<file path="config.mk">
export PLATFORM = sky130hd
export DESIGN_NAME = starter_menu_fsm
export DESIGN_NICKNAME = d
export VERILOG_FILES = /design/src/rtl/starter_menu_fsm.sv
export SDC_FILE = /design/constraint.sdc
export NUM_CORES = 1
export LEC_CHECK = 0
export ABC_AREA = 1
export BUFFER_PORTS_ARGS = -buffer_cell sky130_fd_sc_hd__buf_2
export CAP_MARGIN = 30
export CORE_MARGIN = 2
export CORE_UTILIZATION = 56
export CTS_CLUSTER_SIZE = 8
export DETAILED_ROUTE_END_ITERATION = 8
export HOLD_SLACK_MARGIN = 0.08
export PLACE_DENSITY = 0.8
export SETUP_SLACK_MARGIN = 0.5
export SLEW_MARGIN = 20
export SYNTH_ARGS = -nofsm -noshare
export SYNTH_HDL_FRONTEND = slang
export SYNTH_SLANG_ARGS = --single-unit
</file>
<file path="constraint.sdc">
create_clock -name Clk -period 2.5 [get_ports Clk]
set_input_delay 0 -clock Clk [delete_from_list [all_inputs] [get_ports Clk]]
set_output_delay 0 -clock Clk [all_outputs]
set_load 0.05 [all_outputs]
</file>
<file path="src/rtl/starter_menu_fsm.sv">
// Starter-selection menu FSM: browse species with A/D, confirm with Enter, back out with Esc, then evolve.
// Define STARTER_WRAP_EN so the cursor wraps at either end; without it the cursor saturates.
module starter_menu_fsm (
  input  logic       Clk,
  input  logic       Reset,
  input  logic [7:0] keycode,
  input  logic       frame_tick,
  input  logic       menu_start,
  input  logic       evolve,
  output logic [1:0] cursor,
  output logic       menu_active,
  output logic       confirm_prompt,
  output logic       cursor_blink,
  output logic [3:0] chosenPokemon,
  output logic       chosen_valid
);

  typedef enum logic [1:0] {S_IDLE, S_BROWSE, S_CONFIRM, S_LOCKED} state_e;

  localparam logic [7:0] KEY_LEFT   = 8'h04;
  localparam logic [7:0] KEY_RIGHT  = 8'h07;
  localparam logic [7:0] KEY_ACCEPT = 8'h28;
  localparam logic [7:0] KEY_BACK   = 8'h29;
  localparam logic [1:0] MAX_IDX    = 2'd2;
  localparam logic [3:0] NO_CHOICE  = 4'b1111;

  state_e     state_q, state_d;
  logic [1:0] cursor_q, cursor_d;
  logic [1:0] species_q, species_d;
  logic [1:0] stage_q, stage_d;
  logic [3:0] blink_cnt_q, blink_cnt_d;
  logic       cursor_blink_q, cursor_blink_d;
  logic [7:0] prev_key_q;
  logic       menu_active_q, menu_active_d;
  logic       confirm_prompt_q, confirm_prompt_d;
  logic       chosen_valid_q, chosen_valid_d;
  logic [3:0] chosen_q, chosen_d;

  logic press, key_left, key_right, key_accept, key_back;

  function automatic logic [1:0] step_left(input logic [1:0] c);
`ifdef STARTER_WRAP_EN
    return (c == 2'd0) ? MAX_IDX : c - 2'd1;
`else
    return (c == 2'd0) ? 2'd0 : c - 2'd1;
`endif
  endfunction

  function automatic logic [1:0] step_right(input logic [1:0] c);
`ifdef STARTER_WRAP_EN
    return (c >= MAX_IDX) ? 2'd0 : c + 2'd1;
`else
    return (c >= MAX_IDX) ? MAX_IDX : c + 2'd1;
`endif
  endfunction

  // A held key yields one event: only a change to a non-zero code counts.
  assign press      = (keycode != 8'h00) && (keycode != prev_key_q);
  assign key_left   = press && (keycode == KEY_LEFT);
  assign key_right  = press && (keycode == KEY_RIGHT);
  assign key_accept = press && (keycode == KEY_ACCEPT);
  assign key_back   = press && (keycode == KEY_BACK);

  always_comb begin
    // NOTE: every variable gets a default first so no latch is inferred.
    state_d   = state_q;
    cursor_d  = cursor_q;
    species_d = species_q;
    stage_d   = stage_q;
    unique case (state_q)
      S_IDLE: begin
        if (menu_start) begin
          state_d  = S_BROWSE;
          cursor_d = 2'd0;
        end
      end
      S_BROWSE: begin
        if (key_accept)     state_d  = S_CONFIRM;
        else if (key_back)  state_d  = S_IDLE;
        else if (key_left)  cursor_d = step_left(cursor_q);
        else if (key_right) cursor_d = step_right(cursor_q);
      end
      S_CONFIRM: begin
        if (key_accept) begin
          state_d   = S_LOCKED;
          species_d = cursor_q;
          stage_d   = 2'd0;
        end else if (key_back) begin
          state_d = S_BROWSE;
        end
      end
      S_LOCKED: begin
        if (evolve && (stage_q != MAX_IDX)) stage_d = stage_q + 2'd1;
      end
      default: state_d = S_IDLE;
    endcase

    menu_active_d    = (state_d == S_BROWSE) || (state_d == S_CONFIRM);
    confirm_prompt_d = (state_d == S_CONFIRM);
    chosen_valid_d   = (state_d == S_LOCKED);
    chosen_d         = chosen_valid_d
                     ? ({2'b00, stage_d} << 1) + {2'b00, stage_d} + {2'b00, species_d}
                     : NO_CHOICE;

    // Blink runs on frames seen while the menu is shown; it is zeroed once the menu closes.
    blink_cnt_d    = blink_cnt_q;
    cursor_blink_d = cursor_blink_q;
    if (!menu_active_d) begin
      blink_cnt_d    = 4'd0;
      cursor_blink_d = 1'b0;
    end else if (menu_active_q && frame_tick) begin
      blink_cnt_d = blink_cnt_q + 4'd1;
      if (blink_cnt_q == 4'hF) cursor_blink_d = ~cursor_blink_q;
    end
  end

  // NOTE: sequential state uses non-blocking assignments only, so every flop sees pre-edge values.
  always_ff @(posedge Clk) begin
    if (Reset) begin
      state_q          <= S_IDLE;
      cursor_q         <= 2'd0;
      species_q        <= 2'd0;
      stage_q          <= 2'd0;
      blink_cnt_q      <= 4'd0;
      cursor_blink_q   <= 1'b0;
      prev_key_q       <= 8'h00;
      menu_active_q    <= 1'b0;
      confirm_prompt_q <= 1'b0;
      chosen_valid_q   <= 1'b0;
      chosen_q         <= NO_CHOICE;
    end else begin
      state_q          <= state_d;
      cursor_q         <= cursor_d;
      species_q        <= species_d;
      stage_q          <= stage_d;
      blink_cnt_q      <= blink_cnt_d;
      cursor_blink_q   <= cursor_blink_d;
      prev_key_q       <= keycode;
      menu_active_q    <= menu_active_d;
      confirm_prompt_q <= confirm_prompt_d;
      chosen_valid_q   <= chosen_valid_d;
      chosen_q         <= chosen_d;
    end
  end

  assign cursor         = cursor_q;
  assign menu_active    = menu_active_q;
  assign confirm_prompt = confirm_prompt_q;
  assign cursor_blink   = cursor_blink_q;
  assign chosenPokemon  = chosen_q;
  assign chosen_valid   = chosen_valid_q;

endmodule

</file>
### Word level (Yosys, flattened, before mapping)

Index checks and enable logic that the tools add are counted.

* bits in registers: 28
* bits of input ports: 13
* logic and storage cells: 73

* add/subtract/negate cells: 6
* magnitude comparators: 1
* eq/ne operators: 17
* muxes and demuxes: 19
* bitwise logic cells: 3
* reduce and logical (&&, ||, !) cells: 16

Operator list (count)
* two-way mux 2 bit: 16
* equality test 8 x 3 -> 1 bit (second input constant): 2
* equality test 8 x 6 -> 1 bit (second input constant): 2
* equality test 2 bit (second input constant): 4
* inequality test 2 bit (second input constant): 4
* inequality test 8 bit: 1
* case mux 2 bit (2 select lines): 2
* nonzero test 8 bit: 1
* logical AND 1 bit: 7
* case mux 2 bit (3 select lines): 1
* AND reduction 5 bit: 1
* adder 2 x 1 -> 2 bit (second input constant): 2
* adder 3 x 2 -> 4 bit: 1
* adder 4 x 1 -> 4 bit (second input constant): 1
* adder 4 x 2 -> 4 bit: 1
* equality test 2 x 1 -> 1 bit (second input constant): 2
* equality test 4 bit (second input constant): 1
* logical NOT 2 bit: 2
* OR reduction 2 bit: 2
* inequality test 3 bit (second input constant): 1
* NOT 1 bit: 3
* >= comparator 2 bit (second input constant): 1
* AND reduction 2 bit: 1
* nonzero test 2 bit: 1
* 2 further kinds: 2

### Depth between registers and ports, before layout

Gate-level depths: netlist (run 1).

* depth in word-level cells: 10
* gate-level depth with buffers: 19

### Worst setup path before layout (run 1)

OpenSTA, ideal clock, no wires.

* kind: register to register
* from: register stage_q[0]
* to: register chosen_q[2] (netlist: chosenPokemon[2])
* arrival time: 2108 ps
* slack: 267 ps
* cell stages (with the launch flop): 14
* buffers on the path: 0
* cell sequence: dfxtp_1 -> inv_1 -> ha_1 -> nor3_1 -> nor2_1 -> a21oi_2 -> nand2_1 -> nand2_1 -> inv_1 -> ha_1 -> ha_1 -> fa_1 -> inv_1 -> nand2_1

* word-level cells in the longest chain between the ends: 6

Ends and longest elaborated chain
* start, declared: line 30 `logic [1:0] stage_q, stage_d;`
* start signal, assigned: line 135 `stage_q <= stage_d;`
* parallel branches: the longest is 3 deep, another holds adder 2 x 1 -> 2 bit
* case mux 2 bit (2 select lines) *: line 70 `unique case (state_q)`
* adder 3 x 2 -> 4 bit *: line 102 `? ({2'b00, stage_d} << 1) + {2'b00, stage_d} + {2'b00, species_d}`
* adder 4 x 2 -> 4 bit *: line 102
* end signal, assigned: line 142 `chosen_q <= chosen_d;`
* end, declared: line 37 `logic [3:0] chosen_q, chosen_d;`

Mark *: on every way between the ends.
A chain may end at the register's enable or synchronous reset.

### Worst setup path after layout (run 1)

* from: register prev_key_q[0]
* to: register chosen_q[2] (netlist: chosenPokemon[2])

* word-level cells in the longest chain between the ends: 9

Ends and longest elaborated chain
* start, declared: line 33 `logic [7:0] prev_key_q;`
* start signal, assigned: line 138 `prev_key_q <= keycode;`
* inequality test 8 bit *: line 58 `assign press = (keycode != 8'h00) && (keycode != prev_key_q);`
* logical AND 1 bit *: line 58
* parallel branches: the longest is 7 deep, another holds adder 3 x 2 -> 4 bit

Marks and branches as above.

==> reports/qor.txt, run 1 <==
Post-synthesis cell count: 244
Final Util: 81.2%
Port Buffers: 22
Final setup violating endpoints: 0
Max clock buf depth: 2
Fin. max-slew vios: 0
Netlist cell types: 25
Layout cells sized above 1: 37.5%
Yosys Warn Count: 0
1st-pass router iterations: 4
Syn_nets: 265
Register bit total from synthesis: 28
PwrDens: 371 nW/µm²
Vias: 1674
Top cells by area, synth: dfxtp_1 (35%), nand2_1 (19%), inv_1 (11%)
Design area: 2200 µm²
Peak Freq: 0.403 GHz
Static Leakage: 1.10 nW
Vias per cell: 5.04
Syn_area_per_cell: 6.47 µm²
Final hold violation count: 0
Top-Level Pins: 23
Die area: 3260 µm²
Antenna violations before repair: 0
Hold Crit Class: input port to flop
Worst path slowest cell: fa_2
Total Power: 0.817 mW
DR WL/cell: 13.1 µm
CTS tree: built
Startpoint types: flop
DRC: 0
Layout net count: 324
Initial DRC count: 73
Final global-route overflow total: 0
Skew-Pair Late Insertion Delay: 0.33 ns
Initial core utilization: 58.3%
Gpl congestion: 0.827
Synth top area share: 35.5%
Cell repeated most along the worst path: nand2_1
CTS buffer count: 3
RR Startpoint: prev_key_q[0]
WS Path Type: flop to flop
Clk_skew: 0.00251 ns
Routed Wire Length: 4370 µm
Total track usage: 24.3%
Most frequent cells in the layout: nand2_1 (65), inv_1 (32), nor2_1 (22), buf_2 (22), dlygate4sd3_1 (20)
Core ar.: 2710 µm²
First-pass GRT wire length: 6400 µm
VDD IR-drop max: 0.486 mV
Setup crit start: prev_key_q[0]
Fin crit share: 99.4%
Synthesized area: 1580 µm²
Fin Hold WS: 0.201 ns
Max-Cap Viols: 0
Cell type with the highest aggregate area in the netlist: dfxtp_1
Unrepaired setup endpoints after global routing: yes
Most common cell after layout, fill and taps aside: nand2_1
Req. time, crit path: 2.78 ns
Period minus WS final: 2.48 ns
FP Rows: 19
Worst Tran Pin Value: 0.359 ns
Rel. slew slack: 75.9%
Ant diodes: 0
Worst-path cell chain: inv_2, nand2_2, nand2_1, nand2_2, inv_1, nand2_1, nor2_2, nor2_4, nand4_1, nand2_1, nand2_1, nand2_1, inv_2, ha_4, ha_4, fa_2, inv_2, nand2_1
Layout area overhead: 39.4%
Worst-path fanout max: 4
Clk root buf: clkbuf_4
CP peak stage delay: 0.55 ns
Largest net degree at the start of global routing: 15
Vias in the first global route: 1542
H-tree levels: 1
Sequential share of the synthesized area: 35.5%
Final HPWL DP: 2280 µm
Min-delay src: keycode[2]
Result of the run: complete, no violations
Final ANT Viol Nets: 0
Clock sink count: 28
Clock transition at path regs: 0.14 ns
Crit. End Element: flop
Worst Path Arrival: 2.77 ns
Placement Cell Area: 1740 µm²
Die Y: 57.1 µm
Die width: 57.1 µm
==> layout make-up <==
cell class / count / area [µm²]
Tap cell: 31 / 38.8
Fill cell: 175 / 509
Multi-Input combinational cell: 164 / 955
Sequential cell: 28 / 572
Clock buffer: 3 / 22.5
Inverter: 50 / 190
Timing Repair Buffer: 56 / 423
==> cells by family after synthesis <==
logic type	Yosys count	synth area share, %
XOR/XNOR	1	0.555
AND/OR/NAND/NOR	142	40.1
flip-flops	28	35.5
adder cells (fa/ha/maj)	8	6.81
buffers and inverters	52	12.4
AO/OA/AOI/OAI	13	4.67
==> flip-flops by register name, indices dropped and copies added, names as in the netlist <==
register	count
prev_key_q	8
cursor_blink	1
confirm_prompt	1
state_q	2
cursor	2
stage_q	2
chosen_valid	1
species_q	2
chosenPokemon	4
menu_active	1
blink_cnt_q	4
==> per-layer routing <==
layer / wire length [µm] / GRT usage, % / vias up
li1: - / - / 852
met1: 1920 / 31.9 / 765
met2: 2150 / 41.1 / 47
met3: 225 / 3.63 / 10
met4: 72 / 7.97 / 0
met5: 0 / 0 / -
==> critical path: cells and delay by family, from the launching register on <==
family | cells | cell delay, ns
AND/OR/NAND/NOR | 11 | 0.96
adder cells (fa/ha/maj) | 3 | 0.94
flip-flops | 1 | 0.37
buffers and inverters | 4 | 0.18
==> synthesized netlist by cell type <==
master    instances
nand4_1           4
nor3_4            1
and3_1            1
nand2_2           7
fa_1              1
a211oi_1          2
clkbuf_1          2
nand3_1           9
o21ai_1           1
or2_2             1
inv_1            45
a21oi_1           7
nand3_2           1
inv_2             5
nor3_2            1
nor2_1           30
nor2_2            3
a21oi_2           1
dfxtp_1          28
o21ai_0           2
nor3_1            5
ha_1              7
nand2_1          78
nand4_4           1
xor2_1            1
==> per-stage QoR <==
step / worst slack [ns] / cells / TNS, ns
final: 0.0156 / 332 / 0
after global routing: -0.0630 / 332 / -0.0630
after CTS: 0.178 / 329 / 0
after detailed placement: 0.179 / 295 / 0
after global placement: 0.227 / 295 / 0
after floorplan: 0.343 / 244 / 0
==> what timing repair did <==
action                                 in CTS  in global routing
pin swaps                                   5                 24
hold buffers                               19                  1
resized for setup                           7                 45
buffers inserted                           12                  2
endpoints found under the hold margin      18                  4
setup endpoints to repair                   4                 12
==> where the power goes <==
| part | internal [mW] | switching, mW |
|---|---|---|
| Combinational | 0.0638 | 0.0972 |
| Sequential | 0.461 | 0.0106 |
| Clock | 0.0566 | 0.128 |
==> path summary, 6_finish.rpt <==
check                     endpoint  slack, ns  cells after the start
setup / recovery  chosenPokemon[2]       0.02                     18
hold / removal           cursor[0]       0.20                      7
setup reg to reg  chosenPokemon[2]       0.02                     18
hold reg to reg     blink_cnt_q[1]       0.48                      2
Power figures use the tool's default switching activity.
==> inputs of run 2 (changes only) <==
--- a/config.mk
+++ b/config.mk
@@ -15,7 +15,6 @@
 export HOLD_SLACK_MARGIN = 0.08
 export PLACE_DENSITY = 0.8
 export SETUP_SLACK_MARGIN = 0.5
-export SLEW_MARGIN = 20
 export SYNTH_ARGS = -nofsm -noshare
 export SYNTH_HDL_FRONTEND = slang
 export SYNTH_SLANG_ARGS = --single-unit
==> constraint.sdc (replaced) <==
create_clock -name Clk -period 2.76 [get_ports Clk]
set_input_delay 0 -clock Clk [delete_from_list [all_inputs] [get_ports Clk]]
set_output_delay 0 -clock Clk [all_outputs]
set_load 0.05 [all_outputs]
==> reports/qor.txt, run 2 (synthesized netlist as in run 1, its figures left out) <==
Antenna violations before repair: 0 (unchanged)
Die Y: 57.1 µm (unchanged)
Final global-route overflow total: 0 (unchanged)
Worst Path Arrival: 2.50 ns (was 2.77 ns)
Top-Level Pins: 23 (unchanged)
Layout cells sized above 1: 27.7% (was 37.5%)
Final ANT Viol Nets: 0 (unchanged)
Die width: 57.1 µm (unchanged)
Clk_skew: 0.00526 ns (was 0.00251 ns)
H-tree levels: 1 (unchanged)
Crit. End Element: flop (unchanged)
Final hold violation count: 0 (unchanged)
Final setup violating endpoints: 0 (unchanged)
VDD IR-drop max: 0.338 mV (was 0.486 mV)
Initial core utilization: 58.3% (unchanged)
DR WL/cell: 10.2 µm (was 13.1 µm)
Max clock buf depth: 2 (unchanged)
Layout net count: 315 (was 324)
Max FFs per register: 8 (unchanged)
Final setup TNS: 0 ns (unchanged)
Req. time, crit path: 3.00 ns (was 2.78 ns)
PwrDens: 352 nW/µm² (was 371 nW/µm²)
Worst Tran Pin Value: 0.328 ns (was 0.359 ns)
Most common cell after layout, fill and taps aside: nand2_1 (unchanged)
Peak Freq: 0.441 GHz (was 0.403 GHz)
Top reg by flops: prev_key_q (unchanged)
Vias in the first global route: 1376 (was 1542)
Rel. slew slack: 78.1% (was 75.9%)
Layout area overhead: 30.3% (was 39.4%)
Result of the run: complete, no violations (unchanged)
Startpoint types: flop (unchanged)
DRC: 0 (unchanged)
Max-Cap Viols: 0 (unchanged)
Fin Hold WS: 0.185 ns (was 0.201 ns)
Ant diodes: 0 (unchanged)
Hold Crit Class: input port to flop (unchanged)
Fin. max-slew vios: 0 (unchanged)
Unrepaired setup endpoints after global routing: yes (unchanged)
Clock sink count: 28 (unchanged)
CTS buffer count: 3 (unchanged)
Fin crit share: 82.1% (was 99.4%)
Static Leakage: 1.06 nW (was 1.10 nW)
Routed Wire Length: 3300 µm (was 4370 µm)
Most frequent cells in the layout: nand2_1 (68), inv_1 (42), nor2_1 (26) (was nand2_1 (65), inv_1 (32), nor2_1 (22), buf_2 (22), dlygate4sd3_1 (20))
Vias per cell: 4.86 (was 5.04)
Worst-path fanout max: 3 (was 4)
Skew-Pair Late Insertion Delay: 0.33 ns (about the same)
Gpl congestion: 0.830 (was 0.827)
Clock transition at path regs: 0.15 ns (was 0.14 ns)
R2r setup slk: 0.49 ns (was 0.02 ns)
First-pass GRT wire length: 5440 µm (was 6400 µm)
Total track usage: 20.8% (was 24.3%)
Vias: 1570 (was 1674)
Final HPWL DP: 2190 µm (was 2280 µm)
Port Buffers: 22 (unchanged)
Fill count: 212 (was 175)
WS Path Type: flop to flop (unchanged)
FP Rows: 19 (unchanged)
Clk root buf: clkbuf_4 (unchanged)
Die area: 3260 µm² (unchanged)
Largest net degree at the start of global routing: 17 (was 15)
Period minus WS final: 2.27 ns (was 2.48 ns)
CTS tree: built (unchanged)
Initial DRC count: 65 (was 73)
Core ar.: 2710 µm² (unchanged)
1st-pass router iterations: 4 (unchanged)
[run 2: cell count changes in the layout (fill, tap and decap cells not counted), sizes merged]
cell / delta
dlygate4sd3: -1
buf: -8
[run 2: through the flow]
step           cell area [µm²]  util (%)  total power [mW]  instances  worst slack [ns]
2_1_floorplan             1580         -             0.505        244             0.527
3_3_place_gp              1720      63.5             0.532        295             0.422
3_5_place_dp              1720      63.5             0.534        295             0.403
4_1_cts                   1960      72.2             0.720        318             0.425
5_1_grt                   2060      75.9             0.758        323             0.359
6_report                  2060      75.9             0.724        323             0.494
[run 2: metal layers]
metal / vias to the layer above / track usage [%] / part of all wire, %
met2: 29 / 35.1 / 50
met3: 5 / 2.27 / 3.4
li1: 835 / - / -
met5: - / 0 / 0
met1: 701 / 27.2 / 46
met4: 0 / 8.31 / 1.3
[run 2: timing repair]
action | CTS | global route
hold buffers | 19 | 0
pin swaps | 4 | 13
setup buffers | 1 | 5
hold endpoints to repair | 18 | 0
endpoints found under the setup margin | 2 | 5
gates resized for setup | 6 | 24
[run 2: power breakdown]
| part | switching (mW) | internal [mW] |
|---|---|---|
| combinational | 0.0758 | 0.0515 |
| sequential | 0.00791 | 0.417 |
| clock | 0.120 | 0.0513 |
[run 2: final timing paths]
kind | startpoint | end | depth (start not counted)
worst max register to register | stage_q[0] | chosenPokemon[2] | 13
worst min-delay path | keycode[2] | cursor[0] | 7
worst min register to register | blink_cnt_q[1] | blink_cnt_q[1] | 2
worst max-delay path | stage_q[0] | chosenPokemon[2] | 13
[run 2: cell type report]
cell class	count	area, µm²	area share [%]
clock buffer	3	22.5	1.09
timing repair buffer	47	345	16.8
tap	31	38.8	1.88
inverter	50	188	9.12
multi-input combinational	164	895	43.5
sequential	28	569	27.7
[run 2: worst max-delay path, stage by stage (launching register included)]
cell and delay [ns]:
dfxtp_1 0.34, inv_1 0.06, ha_1 0.23, nor3_2 0.20, nor2_1 0.11, a21oi_2 0.18, nand2_2 0.07, nand2_2 0.07
inv_2 0.04, ha_4 0.21, ha_4 0.15, fa_1 0.42, inv_1 0.06, nand2_1 0.04
==> inputs of run 3 (changes only) <==
==> constraint.sdc (replaced) <==
create_clock -name Clk -period 2.4 [get_ports Clk]
set_input_delay 0 -clock Clk [delete_from_list [all_inputs] [get_ports Clk]]
set_output_delay 0 -clock Clk [all_outputs]
set_load 0.05 [all_outputs]
==> reports/qor.txt, run 3 (synthesized netlist as in run 1, its figures left out) <==
Post-route insts no fill: 328 (was 323)
Worst-path fanout max: 4 (was 3)
Initial DRC count: 109 (was 65)
Period minus WS final: 2.36 ns (was 2.27 ns)
CTS tree: built (unchanged)
Clock transition at path regs: 0.16 ns (was 0.15 ns)
Max FFs per register: 8 (unchanged)
R2r setup slk: 0.04 ns (was 0.49 ns)
Die Y: 57.1 µm (unchanged)
Req. time, crit path: 2.70 ns (was 3.00 ns)
First-pass GRT wire length: 6230 µm (was 5440 µm)
WS Path Type: flop to flop (unchanged)
Vias in the first global route: 1568 (was 1376)
Crit. End Element: flop (unchanged)
Layout net count: 319 (was 315)
1st-pass router iterations: 4 (unchanged)
Worst-path cell chain: inv_1, nand2_1, nand2_1, nand2_1, inv_1, nand2_1, nor2_2, nor2_4, nand4_1, nand2_2, nand2_2, nand2_2, inv_2, ha_4, ha_4, fa_2, inv_2, nand2_1 (was inv_1, ha_1, nor3_2, nor2_1, a21oi_2, nand2_2, nand2_2, inv_2, ha_4, ha_4, fa_1, inv_1, nand2_1)
Fin. max-slew vios: 0 (unchanged)
Peak Freq: 0.423 GHz (was 0.441 GHz)
Layout cells sized above 1: 36.4% (was 27.7%)
Most frequent cells in the layout: nand2_1 (65), inv_1 (33), nor2_1 (23) (was nand2_1 (68), inv_1 (42), nor2_1 (26))
Vias per cell: 5.13 (was 4.86)
Fin crit share: 98.4% (was 82.1%)
Placement Cell Area: 1750 µm² (was 1720 µm²)
Antenna violations before repair: 0 (unchanged)
Final setup TNS: 0 ns (unchanged)
Max clock buf depth: 2 (unchanged)
Hold Crit Class: input port to flop (unchanged)
Worst path slowest cell: fa_2 (was fa_1)
Final global-route overflow total: 0 (unchanged)
Clk_skew: 0.00749 ns (was 0.00526 ns)
Final Util: 80.7% (was 75.9%)
CP peak stage delay: 0.53 ns (was 0.42 ns)
PwrDens: 413 nW/µm² (was 352 nW/µm²)
Core ar.: 2710 µm² (unchanged)
Layout area overhead: 38.6% (was 30.3%)
Crit. path cell count: 18 (was 13)
Result of the run: complete, no violations (unchanged)
Crit path buf inv count: 4 (was 3)
Skew-Pair Late Insertion Delay: 0.35 ns (was 0.33 ns)
FP Rows: 19 (unchanged)
Clock sink count: 28 (unchanged)
Final setup violating endpoints: 0 (unchanged)
H-tree levels: 1 (unchanged)
CTS buffer count: 3 (unchanged)
Most common cell after layout, fill and taps aside: nand2_1 (unchanged)
Top-Level Pins: 23 (unchanged)
Vias: 1681 (was 1570)
Final ANT Viol Nets: 0 (unchanged)
Delay-heaviest family, CP: simple AND/OR/NAND/NOR gates (was adder cells)
Worst Path Arrival: 2.67 ns (was 2.50 ns)
Port Buffers: 22 (unchanged)
Rel. slew slack: 74.2% (was 78.1%)
Startpoint types: flop (unchanged)
Largest net degree at the start of global routing: 16 (was 17)
Worst Tran Pin Value: 0.386 ns (was 0.328 ns)
Gpl congestion: 0.826 (was 0.830)
VDD IR-drop max: 0.371 mV (was 0.338 mV)
Final HPWL DP: 2340 µm (was 2190 µm)
Clk root buf: clkbuf_4 (unchanged)
Routed Wire Length: 4240 µm (was 3300 µm)
Die width: 57.1 µm (unchanged)
DRC: 0 (unchanged)
Final hold violation count: 0 (unchanged)
Cell repeated most along the worst path: nand2_1
PnR worst setup slack: 0.0381 ns (was 0.494 ns)
Top reg by flops: prev_key_q (unchanged)
Setup slack at placement: 0.0814 ns (was 0.403 ns)
Ant diodes: 0 (unchanged)
Placed cells: 296 (was 295)
Worst Hold Depth: 7 (unchanged)
Design area: 2190 µm² (was 2060 µm²)
Total track usage: 24.3% (was 20.8%)
Static Leakage: 1.09 nW (was 1.06 nW)
Initial core utilization: 58.3% (unchanged)
DR WL/cell: 12.9 µm (was 10.2 µm)
R2R cell count: 18 (was 13)
Die area: 3260 µm² (unchanged)
Unrepaired setup endpoints after global routing: yes (unchanged)
Max-Cap Viols: 0 (unchanged)
## run 3: cell count changes in the layout (fill, tap and decap cells not counted), moves of 2 or more
cell     before  now
nor2_1       26   23
dfxtp_1      21   18
inv_2         8   16
dfxtp_2       7   10
inv_1        42   33
buf_4         6    9
nor2_4        0    3
a21oi_4       0    2
nand2_1      68   65
nand2_2      17   19
## run 3: cell type report
type | instances | area (µm²)
flip-flops and latches | 28 | 573
well taps | 31 | 38.8
multi-input cells | 164 | 972
clock buffers | 4 | 36.3
inverters | 50 | 190
fillers | 182 | 522
repair buffers | 51 | 378
## run 3: timing repair
item | CTS | global route
buffers inserted | 2 | 6
gates resized for setup | 18 | 35
hold buffers | 20 | 0
hold endpoints to repair | 19 | 0
pin swaps | 7 | 23
setup endpoints to repair | 10 | 12
## run 3: report_power, final
part           switching [mW]  leakage, nW  internal [mW]
clock                   0.151       0.0210         0.0933
combinational           0.100        0.837         0.0670
sequential             0.0111        0.232          0.481
total                   0.262         1.09          0.641
## run 3: final timing paths
kind,startpoint,to
worst max-delay path,prev_key_q[1],chosenPokemon[2]
worst min-delay path,keycode[2],cursor[0]
worst max register to register,prev_key_q[1],chosenPokemon[2]
worst min register to register,blink_cnt_q[1],blink_cnt_q[1]
## run 3: layer usage
| metal | track usage (%) | vias up | routed length (µm) |
|---|---|---|---|
| met3 | 3.85 | 16 | 179 |
| li1 | - | 841 | - |
| met1 | 26.8 | 774 | 1730 |
| met5 | 0 | - | 0 |
| met2 | 44.5 | 50 | 2230 |
| met4 | 12.6 | 0 | 99 |
## run 3: per-stage QoR
stage,hold slack (ns),total power [mW]
after CTS,0.162,0.881
after global placement,0.262,0.613
after detailed placement,0.277,0.616
after global routing,0.224,0.939
final,0.174,0.903
after floorplan,0.122,0.582
## run 3: worst min-delay path, cell delays in order
cell and delay (ns):
buf_2 0.12, nand3_1 0.08, a211oi_1 0.04, nand2_1 0.09, nand3_1 0.07, nand2_1 0.06, a21oi_1 0.03
